===== config.mk =====
export PLATFORM = sky130hd
export DESIGN_NAME = cfg_sequencer
export DESIGN_NICKNAME = d
export VERILOG_FILES = /design/src/rtl/cfg_seq_pkg.sv /design/src/rtl/cfg_delay_timer.sv /design/src/rtl/cfg_sequencer.sv
export SDC_FILE = /design/constraint.sdc
export NUM_CORES = 1
export LEC_CHECK = 0
export ABC_AREA = 0
export CAP_MARGIN = 40
export CORE_MARGIN = 10
export CORE_UTILIZATION = 30
export DETAILED_ROUTE_END_ITERATION = 6
export HOLD_SLACK_MARGIN = 0.03
export RECOVER_POWER = 25
export SLEW_MARGIN = 20
export SYNTH_ARGS = -nofsm -noshare
export SYNTH_HDL_FRONTEND = slang
export SYNTH_SLANG_ARGS = --single-unit
export TNS_END_PERCENT = 20

===== constraint.sdc =====
create_clock -name i_clk -period 12.05 [get_ports i_clk]
set_input_delay 3.615 -clock i_clk [delete_from_list [all_inputs] [get_ports i_clk]]
set_output_delay 3.615 -clock i_clk [all_outputs]
set_load 0.05 [all_outputs]

===== src/rtl/cfg_seq_pkg.sv =====
// Shared types and entry decoding for the camera configuration sequencer.
// Build option: CFG_RETRY_EN (NACK retries in cfg_sequencer).
package cfg_seq_pkg;

    typedef enum logic [2:0] {
        S_IDLE,
        S_FETCH,
        S_DECODE,
        S_WRITE,
        S_DELAY,
        S_DONE,
        S_ERR
    } state_t;

    typedef enum logic [1:0] {
        OP_WRITE,
        OP_NOP,
        OP_DELAY,
        OP_END
    } op_t;

    // All-ones of a field; the register field at this value marks END/DELAY/NOP.
    function automatic logic [63:0] field_mask(input int w);
        return (w >= 64) ? '1 : ((64'd1 << w) - 64'd1);
    endfunction

    function automatic logic [63:0] entry_reg(input logic [63:0] e,
                                              input int reg_w,
                                              input int data_w);
        return (e >> data_w) & field_mask(reg_w);
    endfunction

    function automatic logic [63:0] entry_data(input logic [63:0] e,
                                               input int data_w);
        return e & field_mask(data_w);
    endfunction

    function automatic op_t classify(input logic [63:0] r,
                                     input logic [63:0] d,
                                     input int reg_w,
                                     input int data_w);
        op_t op;
        logic mark;
        op = OP_WRITE;
        mark = (r == field_mask(reg_w));
        unique case (1'b1)
            !mark: op = OP_WRITE;
            mark && (d == field_mask(data_w)): op = OP_END;
            mark && (d == '0): op = OP_NOP;
            mark && (d != '0) && (d != field_mask(data_w)): op = OP_DELAY;
            default: op = OP_WRITE;
        endcase
        return op;
    endfunction

endpackage


===== src/rtl/cfg_delay_timer.sv =====
// Loadable down-counter for in-table delay entries.
// Holds at zero; o_expired is high while the count is zero.
module cfg_delay_timer #(
    parameter int W = 8
) (
    input  logic         i_clk,
    input  logic         i_rstn,
    input  logic         i_load,
    input  logic [W-1:0] i_load_val,
    input  logic         i_en,
    output logic         o_expired
);

    logic [W-1:0] cnt;

    always_ff @(posedge i_clk) begin
        if (!i_rstn) begin
            cnt <= '0;
        end else if (i_load) begin
            cnt <= i_load_val;
        end else if (i_en && (cnt != '0)) begin
            cnt <= cnt - W'(1);
        end
    end

    assign o_expired = (cnt == '0);

endmodule


===== src/rtl/cfg_sequencer.sv =====
// Camera configuration sequencer: walks the config ROM and issues bus writes.
// Build option: CFG_RETRY_EN enables up to MAX_RETRY re-requests after a NACK.
module cfg_sequencer
    import cfg_seq_pkg::*;
#(
    parameter int ADDR_W         = 8,
    parameter int REG_W          = 8,
    parameter int DATA_W         = 8,
    parameter int DELAY_UNIT_CYC = 25000,
    parameter int MAX_RETRY      = 3
) (
    input  logic                    i_clk,
    input  logic                    i_rstn,
    input  logic                    i_start,
    output logic [ADDR_W-1:0]       o_rom_addr,
    input  logic [REG_W+DATA_W-1:0] i_rom_data,
    output logic                    o_wr_req,
    output logic [REG_W-1:0]        o_wr_reg,
    output logic [DATA_W-1:0]       o_wr_data,
    input  logic                    i_wr_done,
    input  logic                    i_wr_nack,
    output logic                    o_busy,
    output logic                    o_done,
    output logic                    o_err,
    output logic [ADDR_W-1:0]       o_err_idx
);

    localparam longint DLY_MAX =
        longint'(DELAY_UNIT_CYC) * ((longint'(1) << DATA_W) - 1);
    localparam int CNT_W = $clog2(DLY_MAX + 1);

    state_t            state;
    op_t               op;
    logic [REG_W-1:0]  ent_reg;
    logic [DATA_W-1:0] ent_data;
    logic [CNT_W-1:0]  dly_load;
    logic              dly_expired;
    logic              adv;
    logic              fin;
    logic              last_idx;

`ifdef CFG_RETRY_EN
    localparam int RTY_W = (MAX_RETRY < 1) ? 1 : $clog2(MAX_RETRY + 1);
    logic [RTY_W-1:0] retry_cnt;
`endif

    assign ent_reg  = REG_W'(entry_reg(64'(i_rom_data), REG_W, DATA_W));
    assign ent_data = DATA_W'(entry_data(64'(i_rom_data), DATA_W));
    assign op       = classify(64'(ent_reg), 64'(ent_data), REG_W, DATA_W);
    assign dly_load = CNT_W'(64'(ent_data) * 64'(DELAY_UNIT_CYC) - 64'd1);
    assign last_idx = &o_rom_addr;
    assign fin      = (state == S_DECODE) && (op == OP_END);

    always_comb begin
        adv = 1'b0;
        unique case (state)
            S_DECODE: adv = (op == OP_NOP);
            S_WRITE:  adv = o_wr_req && i_wr_done && !i_wr_nack;
            S_DELAY:  adv = dly_expired;
            default:  adv = 1'b0;
        endcase
    end

    cfg_delay_timer #(.W(CNT_W)) u_timer (
        .i_clk      (i_clk),
        .i_rstn     (i_rstn),
        .i_load     ((state == S_DECODE) && (op == OP_DELAY)),
        .i_load_val (dly_load),
        .i_en       (state == S_DELAY),
        .o_expired  (dly_expired)
    );

    always_ff @(posedge i_clk) begin
        if (!i_rstn) begin
            state      <= S_IDLE;
            o_rom_addr <= '0;
            o_wr_req   <= 1'b0;
            o_wr_reg   <= '0;
            o_wr_data  <= '0;
            o_busy     <= 1'b0;
            o_done     <= 1'b0;
            o_err      <= 1'b0;
            o_err_idx  <= '0;
`ifdef CFG_RETRY_EN
            retry_cnt  <= '0;
`endif
        end else begin
            unique case (state)
                S_IDLE, S_DONE, S_ERR: begin
                    if (i_start) begin
                        state      <= S_FETCH;
                        o_rom_addr <= '0;
                        o_done     <= 1'b0;
                        o_err      <= 1'b0;
                        o_err_idx  <= '0;
                        o_busy     <= 1'b1;
                    end
                end
                S_FETCH: state <= S_DECODE;
                S_DECODE: begin
`ifdef CFG_RETRY_EN
                    retry_cnt <= '0;
`endif
                    if (op == OP_DELAY) begin
                        state <= S_DELAY;
                    end else if (op == OP_WRITE) begin
                        state     <= S_WRITE;
                        o_wr_req  <= 1'b1;
                        o_wr_reg  <= ent_reg;
                        o_wr_data <= ent_data;
                    end
                end
                S_WRITE: begin
                    if (!o_wr_req) begin
                        // Re-request after the one-cycle retry gap.
                        o_wr_req <= 1'b1;
                    end else if (i_wr_done) begin
                        o_wr_req <= 1'b0;
                        if (i_wr_nack) begin
`ifdef CFG_RETRY_EN
                            if (int'(retry_cnt) < MAX_RETRY) begin
                                retry_cnt <= retry_cnt + RTY_W'(1);
                            end else begin
                                state     <= S_ERR;
                                o_err     <= 1'b1;
                                o_err_idx <= o_rom_addr;
                                o_busy    <= 1'b0;
                            end
`else
                            state     <= S_ERR;
                            o_err     <= 1'b1;
                            o_err_idx <= o_rom_addr;
                            o_busy    <= 1'b0;
`endif
                        end
                    end
                end
                S_DELAY: begin
                end
                default: state <= S_IDLE;
            endcase

            // The last ROM slot ends the table instead of wrapping.
            if (fin || (adv && last_idx)) begin
                state  <= S_DONE;
                o_done <= 1'b1;
                o_busy <= 1'b0;
            end else if (adv) begin
                o_rom_addr <= o_rom_addr + ADDR_W'(1);
                state      <= S_FETCH;
            end
        end
    end

endmodule


==> out/metrics.csv, run 1 <==
metric;value;unit
ys_warn_count;0;
cts_tree;built;
grt_max_degree;64;
seqPwrFrac;23.8;%
crit_slowest_cell;clkdlybuf4s50_1;
p_clk_share;23.2;%
syn_avg_cell_area;8.25;µm²
overflow;0;
synth_area;0.00484;mm²
cp.depth;17;
area_growth;22.9;%
n_antenna_cell;0;
fin_setup_tns;0;ns
p_int;0.000671;W
ioPinCount;57;
num-nets-final;732;
p_sw;0.000525;W
critical_path_buf_inv_count;3;
skew;0.00769;ns
antenna_found_initial;0;
post_cts_buffers;0;
portBuffers;56;
endpoint;u_timer.cnt[21];
path_cells;clkdlybuf4s50_1 -> ha_1 -> ha_1 -> inv_1 -> fa_1 -> inv_1 -> fa_1 -> ha_1 -> xor2_1 -> or3b_1 -> a21oi_1 -> nand2_1 -> nor4b_1 -> nand3b_1 -> or3_1 -> a31oi_1 -> o31a_1;
wl_per_cell;14.4;µm
dieWidth;147;µm
ant_nets;0;
async_reset_ff_share;0;%
ys_seq_area_share;25.6;%
yosysUniqueCellTypes;58;
num_rows;46;
die_h;147;µm
final_area;0.00595;mm²
numCtsBuffers;9;
ctsResizeCount;0;
fmax;123;MHz
r2r-end;u_timer.cnt[16];
status;completed;
drcViolationCount;0;
cp-startpoint;i_rom_data[2];
clkTransAtPathRegs;0.05;ns
swShare;43.9;%
drv_slew;0;
grt_usage;11.6;%
fin_util;37.6;%
root_buffer;clkbuf_16;
power_density;201;mW/mm²
cp-start-kind;primary input;
dieArea;0.0216;mm²
core_area;0.0158;mm²
cap_violations;0;
initial_utilization;30.6;%
dp_hpwl;9860;µm
worst_pin_slew;0.722;ns
r2r_cells;9;
irDropWorstVdd;74.1;µV
crit_type;primary input to flop;
cts.sinks;62;
ctsHoldBuffers;0;
setup_viol;0;
drt_wl_total;12400;µm
slew_headroom;51.3;%
grt_pass1_vias;4229;
min_path_type;flop to flop;
worstPathRequired;12.32;ns
clockBufferDepth;2;
place_area;0.00563;mm²
cpPeakStageDelay;0.54;ns
h-tree-depth;3;
cp_max_fo;6;
top_register;u_timer.cnt;
first_pass_iters;5;
min_period;8.16;ns
crit_top_cell;ha_1;
gp_congestion;0.900;
drive_above_1_share;6.06;%
num_vias;4342;
endpoint_kind;flop;
synthFlopType;dfxtp_1;
insertion_delay;0.33;ns
viasPerCell;5.05;
synth.net_count;680;
largest_reg_flops;23;
min_period_over_period;67.7;%
ys_seq_elements;62;
arrival;8.43;ns
cp_top_family;adder cells;
rsz0062_at_grt;no;
hold_violations;0;
syn_inst;587;
comb_power_share;53.0;%
synth_edf_count;0;
drt_iter0_drc;192;
p_leak;2.41;nW
r2r_start;u_timer.cnt[6];
rrSetupSlack;9.04;ns
grt_pass1_wl;21100;µm
synthesized netlist by cell type, types with 3 or more instances:
library cell / instances / area (µm²)
o211a_1: 3 / 30.0
o21a_1: 4 / 30.0
dfxtp_1: 62 / 1240
nand2b_1: 3 / 18.8
o21bai_1: 3 / 22.5
nor2b_1: 3 / 18.8
xor2_1: 14 / 123
nor2_1: 38 / 143
and3_1: 11 / 68.8
a21oi_1: 33 / 165
a21boi_0: 31 / 233
o21ai_0: 35 / 175
nor4_1: 3 / 18.8
a211oi_1: 3 / 22.5
or2_2: 4 / 25.0
nand4_1: 7 / 43.8
fa_1: 12 / 240
nand3_1: 25 / 125
ha_1: 60 / 751
or3_1: 5 / 31.3
nor3b_1: 3 / 22.5
and2_1: 4 / 25.0
xnor2_1: 24 / 210
nand2_1: 78 / 293
clkbuf_1: 19 / 71.3
a31oi_1: 7 / 43.8
nor3_1: 14 / 70.1
nand3b_1: 8 / 60.1
inv_1: 25 / 93.8
o211ai_1: 6 / 45.0
per-stage QoR:
step                setup slack [ns]  total power [W]  hold slack (ns)  std cells
global placement                3.62         0.000904            0.451        841
CTS                             3.87          0.00121            0.465        860
global route                    3.45          0.00129            0.494        860
finish                          3.89          0.00120            0.461        860
detailed placement              3.53         0.000922            0.457        844
floorplan                       4.40         0.000771            0.437        587
layout by cell type, fill, tap and decap left out, types with 3 or more instances in the layout:
master	n
ha_1	60
o21a_1	4
a21oi_1	33
nor3_1	14
nand2_1	78
buf_4	3
clkbuf_16	9
or3_1	5
clkinvlp_4	3
o211a_1	3
a31oi_1	7
and3_1	11
inv_1	25
o21ai_0	35
and2_1	4
o21bai_1	3
fa_1	12
nand2b_1	3
xnor2_1	24
a211oi_1	3
xor2_1	14
nand4_1	7
nand3b_1	8
a21boi_0	31
o211ai_1	6
dfxtp_1	62
dlygate4sd3_1	16
nor4_1	3
nor2_1	38
nor2b_1	3
nor3b_1	3
clkdlybuf4s50_1	40
or2_2	4
nand3_1	25
routing by layer:
layer / up-vias / global-route usage (%) / routed length (µm)
li1: 2213 / - / -
met5: - / 0 / 0
met2: 98 / 19.2 / 5990
met1: 2012 / 14.7 / 5640
met4: 0 / 4.06 / 223
met3: 19 / 2.06 / 499
worst min-delay path, stage by stage (launching register included):
cell,delay [ns]
dfxtp_1,0.30
nand2_1,0.05
a21boi_0,0.06
how the worst min path moves through the flow:
stage	from	end	depth (start not counted)
6_report	o_wr_data[6]	o_wr_data[6]	2
5_1_grt	o_wr_data[3]	o_wr_data[3]	2
4_1_cts	o_wr_data[6]	o_wr_data[6]	2
3_5_place_dp	o_wr_data[6]	o_wr_data[6]	2
3_3_place_gp	o_wr_reg[4]	o_wr_reg[4]	2
2_1_floorplan	u_timer.cnt[14]	u_timer.cnt[14]	1
power groups by stage:
stage,clock network [W],registers (W),logic [W]
floorplan,0,0.000327,0.000444
global placement,0,0.000286,0.000618
detailed placement,0,0.000289,0.000633
CTS,0.000284,0.000285,0.000638
global route,0.000293,0.000292,0.000709
finish,0.000278,0.000284,0.000634
layout make-up:
type,count,area [µm²]
multi-input cells,480,3430
fillers,1605,9880
well taps,216,270
flip-flops and latches,62,1240
clock inverters,7,96.3
inverters,25,93.8
clock buffers,9,225
repair buffers,61,592
kinds of logic after synthesis:
family,share of synthesized area [%]
compound gates,21.4
xor+xnor,6.87
fa+ha+maj,20.5
buf+inv,3.51
flops,25.6
simple gates,22.1
(Power assumes the default switching activity.)
==> run 2: changes to the inputs <==
Clock period 12.05 ns to 7.4 ns, I/O delays scaled along.
==> run 2 against run 1 <==
- the flow now finishes with violations (capacitance limit, slew limit)
- non-clock buffer count is 3 higher
- sequential power is 63% higher
- utilization is 0.18 points higher
- sequential cell count stayed put
- die area stayed put
==> out/metrics.csv, run 2 (synthesized netlist as in run 1, its figures left out) <==
metric;value;unit;change
status;finished with violations;;
violations;capacitance limit, slew limit;;
grt_pass1_vias;4235;;+0.14%
core_area;0.0158;mm²;unchanged
h-tree-depth;3;;unchanged
post_cts_buffers;0;;unchanged
fmax;148;MHz;
numCtsBuffers;9;;unchanged
cts_tree;built;;
p_leak;2.43;nW;+0.76%
min_path_type;flop to flop;;
n_antenna_cell;0;;unchanged
arrival;7.01;ns;-1.42 ns
min_period;6.74;ns;
num_rows;46;;unchanged
worst_pin_slew;2.36;ns;+1.64 ns
drive_above_1_share;6.34;%;+0.28 points
antenna_found_initial;0;;unchanged
cp-start-kind;primary input;;
root_buffer;clkbuf_16;;
drt_iter0_drc;174;;-9.4%
overflow;0;;unchanged
skew;0.00802;ns;+0.000324 ns
top_register;u_timer.cnt;;
fillers;1623;;+1.1%
cts.sinks;62;;unchanged
setup_viol;0;;unchanged
largest_reg_flops;23;;unchanged
ctsHoldBuffers;0;;unchanged
cap_violations;1;;+1
min_period_over_period;91.1;%;
insertion_delay;0.33;ns;about the same
wl_per_cell;14.4;µm;+0.34%
die_h;147;µm;unchanged
portBuffers;56;;unchanged
clkTransAtPathRegs;0.05;ns;about the same
dieArea;0.0216;mm²;unchanged
viasPerCell;5.01;;-0.85%
grt_usage;11.4;%;-0.19 points
final_common_cell;nand2_1;;
crit_type;primary input to flop;;
drv_slew;64;;+64
power_density;328;mW/mm²;+63%
grt_pass1_wl;20900;µm;-0.85%
num_vias;4320;;-0.51%
drcViolationCount;0;;unchanged
endpoint_kind;flop;;
ctsResizeCount;0;;unchanged
rsz0062_at_grt;no;;
grt_max_degree;64;;unchanged
dp_hpwl;9800;µm;-0.57%
dieWidth;147;µm;unchanged
clockBufferDepth;2;;unchanged
initial_utilization;30.6;%;unchanged
ioPinCount;57;;unchanged
worstPathRequired;7.67;ns;-4.65 ns
hold_violations;0;;unchanged
irDropWorstVdd;143;µV;+92%
area_growth;23.5;%;
slew_headroom;-57.5;%;-110 points
drt_wl_total;12400;µm;+0.69%
ant_nets;0;;unchanged
total_power;0.00196;W;+64%
first_pass_iters;4;;-1
cp_max_fo;6;;unchanged
gp_congestion;0.932;;+3.6%
fin_setup_tns;0;ns;unchanged
num-nets-final;735;;+0.41%
most-common-layout-cells;nand2_1 (78), dfxtp_1 (62), ha_1 (60), clkdlybuf4s50_1 (41), nor2_1 (38);;
-- run 2: routing by layer --
layer	GRT usage (%)	share of wire, %	wire [µm]
met3	2.00	3.2	392
met5	0	0	0
met2	19.4	49	6140
met4	3.32	1.5	187
met1	14.3	46	5720
-- run 2: final cells by class --
cell class                      count  area [µm²]  area share (%)
Clock buffer                       10         239            4.00
Clock inverter                      6        92.6            1.55
Inverter                           25        93.8            1.57
Multi-Input combinational cell    480        3430            57.4
Sequential cell                    62        1240            20.8
Tap cell                          216         270            4.52
Timing Repair Buffer               64         611            10.2
-- run 2: path summary, 6_finish.rpt --
check,start,endpoint,slack [ns],cells past startpoint
worst max-delay path,i_rom_data[4],u_timer.cnt[21],0.66,17
worst min-delay path,o_wr_data[5],o_wr_data[5],0.47,2
worst max register to register,u_timer.cnt[2],u_timer.cnt[16],4.39,9
worst min register to register,o_wr_data[5],o_wr_data[5],0.47,2
-- run 2: metrics by stage --
| stage | setup slack [ns] | hold slack [ns] | instances | util, % | cell area [µm²] |
|---|---|---|---|---|---|
| after floorplan | 1.15 | 0.437 | 587 | - | 4840 |
| after global placement | 0.386 | 0.451 | 844 | 35.6 | 5630 |
| after detailed placement | 0.300 | 0.457 | 847 | 35.7 | 5650 |
| after CTS | 0.643 | 0.465 | 863 | 37.8 | 5980 |
| after global routing | 0.293 | 0.501 | 863 | 37.8 | 5980 |
| final | 0.658 | 0.467 | 863 | 37.8 | 5980 |
-- run 2: worst max-delay path: stages --
cell	delay, ns
clkdlybuf4s50_1	0.57
ha_1	0.30
ha_1	0.29
inv_1	0.05
fa_1	0.49
inv_1	0.06
fa_1	0.47
ha_1	0.37
xor2_1	0.18
or3b_1	0.40
a21oi_1	0.22
nand2_1	0.12
nor4b_1	0.40
nand3b_1	0.20
or3_1	0.36
a31oi_1	0.17
o31a_1	0.15
-- run 2: power breakdown --
group / internal [W] / total, W / switching [W] / leakage, nW
Combinational: 0.000401 / 0.00104 / 0.000635 / 1.77
Clock: 0.000305 / 0.000461 / 0.000156 / 0.155
Sequential: 0.000398 / 0.000464 / 0.0000661 / 0.502
Total: 0.00110 / 0.00196 / 0.000857 / 2.43
==> run 3: changes to the inputs <==
Settings changed: GPL_ROUTABILITY_DRIVEN set to 0.
==> run 3 against run 2 <==
- the run now ends clean
- fmax down 1.5%
- critical endpoint unchanged
- sequential power about the same
- wire length down 0.41%
- sequential share of layout area about the same
- sequential cell count unchanged
- first-iteration DRC count down 30%
- power down 0.51%
- via count about the same
- worst setup slack worse by 0.10 ns
- clock skew up 0.0044 ns
- register-to-register slack better by 0.16 ns
- clock-buffer cell count down 1
==> out/metrics.csv, run 3 (synthesized netlist as in run 1, its figures left out) <==
metric;value;unit;change
cts.sinks;62;;unchanged
r2r-end;u_timer.cnt[19];;
grt_pass1_wl;21200;µm;+1.1%
rrSetupSlack;4.55;ns;+0.16 ns
rsz0062_at_grt;no;;
largest_reg_flops;23;;unchanged
clockBufferDepth;2;;unchanged
grt_max_degree;64;;unchanged
placedCellCount;847;;unchanged
r2r_start;u_timer.cnt[0];;
place_area;0.00565;mm²;about the same
drcViolationCount;0;;unchanged
most-common-layout-cells;nand2_1 (78), dfxtp_1 (62), ha_1 (60), clkdlybuf4s50_1 (40), nor2_1 (38);;
final_area;0.00597;mm²;about the same
numCtsBuffers;9;;unchanged
skew;0.0124;ns;+0.00436 ns
core_area;0.0158;mm²;unchanged
dieArea;0.0216;mm²;unchanged
grt_usage;11.5;%;+0.14 points
fin_ws;0.557;ns;-0.101 ns
wl_per_cell;14.4;µm;-0.41%
cpPeakStageDelay;0.60;ns;+0.03 ns
post_cts_buffers;0;;unchanged
die_h;147;µm;unchanged
post-place-ws;0.176;ns;-0.124 ns
num_vias;4321;;+0.023%
min_path_type;flop to flop;;
drv_slew;0;;-100%
n_antenna_cell;0;;unchanged
min_period;6.84;ns;+0.101 ns
fmax;146;MHz;-1.5%
drt_iter0_drc;122;;-30%
path_cells;clkdlybuf4s50_1 -> ha_1 -> ha_1 -> inv_1 -> fa_1 -> inv_1 -> fa_1 -> ha_1 -> xor2_1 -> or3b_1 -> a21oi_1 -> nand2_1 -> nor4b_1 -> nand3b_1 -> or3_1 -> a31oi_1 -> o31a_1;;
endpoint_kind;flop;;
clkTransAtPathRegs;0.05;ns;about the same
dieWidth;147;µm;unchanged
worstPathRequired;7.67;ns;about the same
cts_tree;built;;
portBuffers;56;;unchanged
crit_slowest_cell;clkdlybuf4s50_1;;
arrival;7.12;ns;+0.11 ns
first_pass_iters;4;;unchanged
holdPathStages;2;;unchanged
top_register;u_timer.cnt;;
cp_max_fo;6;;unchanged
setup_viol;0;;unchanged
r2r_cells;10;;+1
insertion_delay;0.33;ns;about the same
ctsHoldBuffers;0;;unchanged
crit_type;primary input to flop;;
fillers;1615;;-0.49%
root_buffer;clkbuf_16;;
min_from;o_wr_reg[7];;
drive_above_1_share;6.65;%;+0.31 points
p_leak;2.43;nW;about the same
power_density;327;mW/mm²;-0.45%
antenna_found_initial;0;;unchanged
ctsResizeCount;0;;unchanged
worst_pin_slew;0.694;ns;-1.67 ns
crit_top_cell;ha_1;;
hold-path-endpoint;o_wr_reg[7];;
cap_violations;0;;-1
dp_hpwl;9760;µm;-0.39%
drt_wl_total;12400;µm;-0.41%
initial_utilization;30.6;%;unchanged
fin_setup_tns;0;ns;unchanged
grt_pass1_vias;4272;;+0.87%
cp-start-kind;primary input;;
viasPerCell;5.01;;about the same
area_growth;23.4;%;about the same
irDropWorstVdd;134;µV;-5.7%
total_power;0.00195;W;-0.51%
status;completed;;
overflow;0;;unchanged
min_period_over_period;92.5;%;+1.4 points
hold_violations;0;;unchanged
num_rows;46;;unchanged
slew_headroom;53.7;%;+110 points
ioPinCount;57;;unchanged
ff_latch_area;0.00124;mm²;unchanged
final_common_cell;nand2_1;;
instances_no_fill;863;;unchanged
num-nets-final;735;;unchanged
h-tree-depth;3;;unchanged
multi_input_area;0.00343;mm²;unchanged
ant_nets;0;;unchanged
[run 3: layout make-up]
| class | count | share of cell area [%] |
|---|---|---|
| tap | 216 | 4.52 |
| multi-input combinational | 480 | 57.4 |
| timing repair buffer | 64 | 10.3 |
| inverter | 25 | 1.57 |
| sequential | 62 | 20.8 |
| clock inverter | 7 | 1.63 |
| clock buffer | 9 | 3.77 |
[run 3: how the worst max path moves through the flow]
stage | startpoint | end
2_1_floorplan | i_rom_data[2] | u_timer.cnt[21]
3_3_place_gp | i_rom_data[4] | u_timer.cnt[21]
5_1_grt | i_rom_data[4] | u_timer.cnt[19]
4_1_cts | i_rom_data[4] | u_timer.cnt[21]
6_report | i_rom_data[4] | u_timer.cnt[21]
3_5_place_dp | i_rom_data[4] | u_timer.cnt[21]
[run 3: metal layers]
layer	vias to the layer above	routed length [µm]	track usage [%]
met2	65	6100	19.5
met5	-	0	0
met4	0	152	3.52
met3	10	362	2.33
met1	2027	5780	14.3
li1	2219	-	-
[run 3: worst max-delay path: cells and delay by family]
kind	cells	cell delay [ns]
AOI/OAI and AO/OA	3	0.54
buffers and inverters	3	0.72
and+or+nand+nor	5	1.49
xor gates and xnor gates	1	0.18
adders and majority gates	5	1.95
[run 3: per-stage QoR]
step           utilization [%]  hold WS (ns)
2_1_floorplan                -         0.437
3_3_place_gp              35.6         0.451
3_5_place_dp              35.7         0.458
4_1_cts                   37.7         0.466
5_1_grt                   37.7         0.492
6_report                  37.7         0.461
[run 3: report_power, final]
group	switching (W)	internal, W
clock	0.000159	0.000296
combinational	0.000633	0.000401
sequential	0.0000651	0.000398
